`src/rtl/ysyx_22050058_div.sv`:
```
`default_nettype none
// ============================================================================
// Module   : ysyx_22050058_div
// Purpose  : Multi-cycle radix-2 restoring divider for RV64M DIV/DIVU/REM/REMU
//            and their W variants. Holds the EX stall request while busy.
// Revision : 1.0 - initial release
// ============================================================================
module ysyx_22050058_div #(
   parameter int XLEN = 64
) (
   input  logic            clk,
   input  logic            rst,
   input  logic            div_valid_i,
   input  logic [1:0]      div_op_i,
   input  logic            div_word_i,
   input  logic [XLEN-1:0] div_a_i,
   input  logic [XLEN-1:0] div_b_i,
   input  logic            div_flush_i,
   output logic            div_stall_req_o,
   output logic [XLEN-1:0] div_result_o,
   output logic            div_done_o
);

   localparam int CW = $clog2(XLEN) + 1;
   localparam logic [CW-1:0] c_n_word = CW'(32);
   localparam logic [CW-1:0] c_n_full = CW'(XLEN);

   typedef enum logic [1:0] {
      S_IDLE = 2'd0,
      S_BUSY = 2'd1,
      S_DONE = 2'd2
   } state_t;

   state_t          r_state;
   state_t          w_next;
   logic [CW-1:0]   r_cnt;
   logic [XLEN-1:0] r_rem;
   logic [XLEN-1:0] r_quo;
   logic [XLEN-1:0] r_div;
   logic [XLEN-1:0] r_result;
   logic            r_done;
   logic            r_word;
   logic            r_rem_op;
   logic            r_neg_q;
   logic            r_neg_r;

   logic            w_signed;
   logic            w_rem_op;
   logic [XLEN-1:0] w_a_ext;
   logic [XLEN-1:0] w_b_ext;
   logic            w_sa;
   logic            w_sb;
   logic [XLEN-1:0] w_min;
   logic            w_b_zero;
   logic            w_ovf;
   logic [XLEN-1:0] w_abs_a;
   logic [XLEN-1:0] w_abs_b;
   logic [XLEN-1:0] w_quo_init;
   logic [XLEN-1:0] w_spec_val;
   logic [XLEN:0]   w_shift;
   logic            w_ge;
   logic [XLEN-1:0] w_rem_nx;
   logic [XLEN-1:0] w_quo_nx;
   logic [XLEN-1:0] w_q_fin;
   logic [XLEN-1:0] w_r_fin;
   logic [XLEN-1:0] w_fin;

   // W results are the low word sign-extended to the full datapath
   function automatic logic [XLEN-1:0] fmt(input logic [XLEN-1:0] val, input logic word);
      fmt = word ? {{(XLEN-32){val[31]}}, val[31:0]} : val;
   endfunction

   assign w_signed = div_op_i[1];
   assign w_rem_op = div_op_i[0];

   // Operand extension, special-case detection and absolute values for issue
   always_comb begin
      w_a_ext = div_a_i;
      w_b_ext = div_b_i;
      w_min   = {1'b1, {(XLEN-1){1'b0}}};
      if (div_word_i) begin
         w_a_ext = w_signed ? {{(XLEN-32){div_a_i[31]}}, div_a_i[31:0]}
                            : {{(XLEN-32){1'b0}}, div_a_i[31:0]};
         w_b_ext = w_signed ? {{(XLEN-32){div_b_i[31]}}, div_b_i[31:0]}
                            : {{(XLEN-32){1'b0}}, div_b_i[31:0]};
         w_min   = {{(XLEN-31){1'b1}}, 31'b0};
      end
      w_sa       = w_signed & w_a_ext[XLEN-1];
      w_sb       = w_signed & w_b_ext[XLEN-1];
      w_b_zero   = (w_b_ext == '0);
      w_ovf      = w_signed & (&w_b_ext) & (w_a_ext == w_min);
      w_abs_a    = w_sa ? -w_a_ext : w_a_ext;
      w_abs_b    = w_sb ? -w_b_ext : w_b_ext;
      // Left-align a W dividend so the top bit feeds the remainder first
      w_quo_init = div_word_i ? {w_abs_a[31:0], {(XLEN-32){1'b0}}} : w_abs_a;
      if (w_b_zero)
         w_spec_val = w_rem_op ? w_a_ext : '1;
      else
         w_spec_val = w_rem_op ? '0 : w_a_ext;
   end

   // One restoring step plus sign fix-up of the step's outcome
   always_comb begin
      w_shift  = {r_rem, r_quo[XLEN-1]};
      w_ge     = (w_shift >= {1'b0, r_div});
      w_rem_nx = w_ge ? (w_shift[XLEN-1:0] - r_div) : w_shift[XLEN-1:0];
      w_quo_nx = {r_quo[XLEN-2:0], w_ge};
      w_q_fin  = r_neg_q ? -w_quo_nx : w_quo_nx;
      w_r_fin  = r_neg_r ? -w_rem_nx : w_rem_nx;
      w_fin    = fmt(r_rem_op ? w_r_fin : w_q_fin, r_word);
   end

   // Next-state logic; flush forces IDLE from any state
   always_comb begin
      w_next = r_state;
      case (r_state)
         S_IDLE: if (div_valid_i) w_next = (w_b_zero | w_ovf) ? S_DONE : S_BUSY;
         S_BUSY: if (r_cnt == CW'(1)) w_next = S_DONE;
         S_DONE: w_next = S_IDLE;
         default: w_next = S_IDLE;
      endcase
      if (div_flush_i) w_next = S_IDLE;
   end

   // State register
   always_ff @(posedge clk) begin
      if (rst) r_state <= S_IDLE;
      else     r_state <= w_next;
   end

   // Datapath: operand latch, iteration and result capture
   always_ff @(posedge clk) begin
      if (rst) begin
         r_cnt    <= '0;
         r_rem    <= '0;
         r_quo    <= '0;
         r_div    <= '0;
         r_result <= '0;
         r_done   <= 1'b0;
         r_word   <= 1'b0;
         r_rem_op <= 1'b0;
         r_neg_q  <= 1'b0;
         r_neg_r  <= 1'b0;
      end else begin
         r_done <= (w_next == S_DONE);
         if (!div_flush_i) begin
            case (r_state)
               S_IDLE: begin
                  if (div_valid_i) begin
                     r_word   <= div_word_i;
                     r_rem_op <= w_rem_op;
                     r_neg_q  <= w_sa ^ w_sb;
                     r_neg_r  <= w_sa;
                     if (w_b_zero | w_ovf) begin
                        r_result <= fmt(w_spec_val, div_word_i);
                     end else begin
                        r_cnt <= div_word_i ? c_n_word : c_n_full;
                        r_rem <= '0;
                        r_quo <= w_quo_init;
                        r_div <= w_abs_b;
                     end
                  end
               end
               S_BUSY: begin
                  r_rem <= w_rem_nx;
                  r_quo <= w_quo_nx;
                  r_cnt <= r_cnt - CW'(1);
                  if (r_cnt == CW'(1)) r_result <= w_fin;
               end
               default: ;
            endcase
         end
      end
   end

   assign div_done_o      = r_done;
   assign div_result_o    = r_result;
   assign div_stall_req_o = div_valid_i & ~r_done & ~div_flush_i;

endmodule
`default_nettype wire

```
`config.mk`:
```
export PLATFORM = sky130hd
export DESIGN_NAME = ysyx_22050058_div
export DESIGN_NICKNAME = d
export VERILOG_FILES = /design/src/rtl/ysyx_22050058_div.sv
export SDC_FILE = /design/constraint.sdc
export NUM_CORES = 1
export LEC_CHECK = 0
export BUFFER_PORTS_ARGS = -buffer_cell sky130_fd_sc_hd__clkbuf_2
export CAP_MARGIN = 10
export CORE_MARGIN = 2
export CORE_UTILIZATION = 40
export DETAILED_ROUTE_END_ITERATION = 8
export HOLD_SLACK_MARGIN = 0.05
export PLACE_DENSITY_LB_ADDON = 0.12
export SETUP_SLACK_MARGIN = 0.05
export SYNTH_ARGS = -nofsm -noshare
export SYNTH_HDL_FRONTEND = slang
export SYNTH_SLANG_ARGS = --single-unit
```
`constraint.sdc`:
```
create_clock -name clk -period 9 [get_ports clk]
set_input_delay 1.35 -clock clk [delete_from_list [all_inputs] [get_ports clk]]
set_output_delay 1.35 -clock clk [all_outputs]
set_load 0.02 [all_outputs]
```
==> run metrics <==
die area=~64000 µm²; Worst IR Drop VDD=roughly 0.15 mV; initial antenna violation count=1; register area share after synthesis=between 20% and 30%; Die W=between 200 and 300 µm; most common cell in the netlist=nor2_1; Worst path max stage delay=approximately 0.58 ns; FF+latch count, synth=270; Pwr per Cell Area=137 nW/µm²; RSZ-0062 raised after global routing=no; diode count=0; max-cap viol count=0; vias post-DR=around 28000; clk buf depth=3; Period minus WS final=slightly above 7 ns; CTS tree=done; area leader, netlist=dfxtp_1; critical path's slowest cell=or3b_1; global-route wire length before repair=around 170000 µm; Post-Syn Area=24900 µm²; # DRC=0; share of cells above drive strength 1=roughly a tenth; CTS Hold Bufs=0; number of synthesized flops with an enable pin=0; Slew @ Worst Pin=between 1 and 1.5 ns; ys async rst share=0%; post-CTS setup buffer count=0; Worst EP arrival=between 7 and 8 ns; post-synth cell types=97; CTS Root Cell=clkbuf_16; Crit Path Class=reg2reg; Worst Hold Slack=0.440 ns; CP startpoint kind=flop; Overflow after GRT=0; Synthesis Warnings=0; Avg Vias per Cell=6.30; share of the synthesized area in the top cell type=between 20 and 25%; Slew Limit Fails=0; Die Height=roughly 250 µm; crit path max fanout=39; Initial Util=between 40% and 50%; Clock Pin Slew Worst Setup and Hold Paths=around 0.070 ns; Area contributors post-synth=dfxtp_1, nor2_1, a21oi_1; Rel. slew slack=about 8.7%; CTS Buf Count=31; most frequent cells after synthesis=nor2_1, nand2_1, a21oi_1, dfxtp_1, clkbuf_1; Final Skew=between 0.02 and 0.03 ns; Total Wirelength=between 100000 and 150000 µm; DRT Pass-1 Iters=6; CP Buf/Inv Count=4; FMAX=about 140 MHz; DPL Wire Length=88200 µm; endpoints failing setup=0; Synth Flop Type=dfxtp_1; Placer Congestion=about 1.0; vias in the first global route=24768; core area=61600 µm²; Register Area=about 5400 µm²; Crit. End Element=flop; Iteration-0 DRC Markers=3643; area of the multi-input gates=between 15000 and 20000 µm²; antenna-violating nets left=0; Mapped Cells=roughly 3700; GRT Total Usage=between 30% and 40%; PortBufs=200; Hold Crit Class=reg2reg; Syn Area/Cell=slightly below 7 µm²; Syn Nets=a little under 4000; maximum number of pins on one net before global-route repair=93; Nets=between 3000 and 4000; clock sink total=270; Final TNS setup=0 ns; Resized cells post-CTS=0; Leak Pwr=approximately 10 nW; WL/cell=25.4 µm; outcome=completed; r2r setup slk=roughly 1.7 ns; Tcrit/Tclk final=between 80% and 90%; IO Count=201; worst skew pair latency=between 0.6 and 0.7 ns; H-tree depth=1; fillers=~6500; worst path required time=~9.6 ns; CP delay by family, top=simple AND/OR/NAND/NOR gates; endpoints failing hold=0; Area growth syn-to-layout=9.71%; row cnt=91
-- cell type report --
type	count	area share, %
clock buffers	50	3.39
inverters	111	1.52
multi-input cells	2991	66.1
well taps	837	3.83
flip-flops and latches	270	19.8
repair buffers	240	4.85
clock inverters	8	0.490
-- path summary, 6_finish.rpt --
path,start,cells past startpoint,to
min,div_result_o[45],2,div_result_o[45]
min reg2reg,div_result_o[45],2,div_result_o[45]
max,r_div[48],25,div_result_o[40]
max reg2reg,r_div[48],25,div_result_o[40]
-- placed cells by master (no fill, tap or decap), types with 21 or more instances in the layout --
cell       Yosys  final
inv_1        109    108
a21o_1        27     27
mux2i_1       42     42
o31ai_1       55     55
nor2b_1       24     21
nor2_1       560    557
buf_4          1     40
o211ai_1      68     68
o21ai_0      235    235
or4_1         28     28
a211oi_1     116    116
dfxtp_1      270    267
nor4_1        46     46
nand2b_1      23     21
maj3_1        25     25
or3_1         47     47
xnor2_1      148    148
a21oi_1      318    317
a311oi_1      29     28
nand2_1      381    379
o41ai_1       28     28
nand4_1       62     62
a31oi_1       33     33
ha_1          71     71
nor3_1       126    125
a22oi_1       41     41
clkbuf_16      0     31
xor2_1        95     95
and3_1        25     25
a221oi_1      25     25
nand3_1       52     52
clkbuf_2       2    198
-- where the power goes --
| part | total [mW] | internal (mW) | switching [mW] | leakage (nW) |
|---|---|---|---|---|
| clock | 1.37 | 0.789 | 0.578 | 0.521 |
| combinational | 1.10 | 0.335 | 0.765 | 7.68 |
| sequential | 1.29 | 1.24 | 0.0479 | 2.20 |
-- registers in the layout, indices dropped and copies added (netlist names) --
name / flops
r_quo: 64
r_word: 1
r_rem_op: 1
r_rem: 64
r_state: 2
r_cnt: 7
r_neg_q: 1
r_neg_r: 1
div_result_o: 64
div_done_o: 1
r_div: 64
-- cell families (layout without fill, tap and decap cells) --
logic type	count (synthesis)	in the layout	synth area share, %
xor+xnor	243	243	8.54
buf+inv	394	409	6.12
compound gates	1151	1151	30.2
mux	47	47	1.91
fa+ha+maj	97	97	4.65
flops	270	270	21.7
simple gates	1453	1453	26.8
-- metal layers --
metal | vias up | routed length, µm | global-route usage (%)
met3 | 171 | 13300 | 7.88
met2 | 1516 | 46200 | 48.7
met4 | 2 | 3920 | 10.6
met5 | - | 17 | 0
met1 | 13435 | 51100 | 50.6
li1 | 13285 | - | -
-- tightest hold or removal path, cell delays in order (launching register included) --
cell     delay [ns]
dfxtp_1        0.31
nand2_1        0.05
nand2_1        0.04
-- through the flow --
| stage | util [%] | cell area, µm² | worst slack [ns] | total power, mW | cells |
|---|---|---|---|---|---|
| after global placement | 42.6 | 26300 | 1.97 | 2.37 | 4449 |
| after CTS | 44.4 | 27300 | 1.91 | 3.72 | 4507 |
| after floorplan | - | 24900 | 2.62 | 1.99 | 3655 |
| final | 44.4 | 27300 | 1.74 | 3.75 | 4507 |
| after global routing | 44.4 | 27300 | 1.30 | 3.89 | 4507 |
| after detailed placement | 42.6 | 26300 | 1.92 | 2.37 | 4449 |
Power figures use the tool's default switching activity.
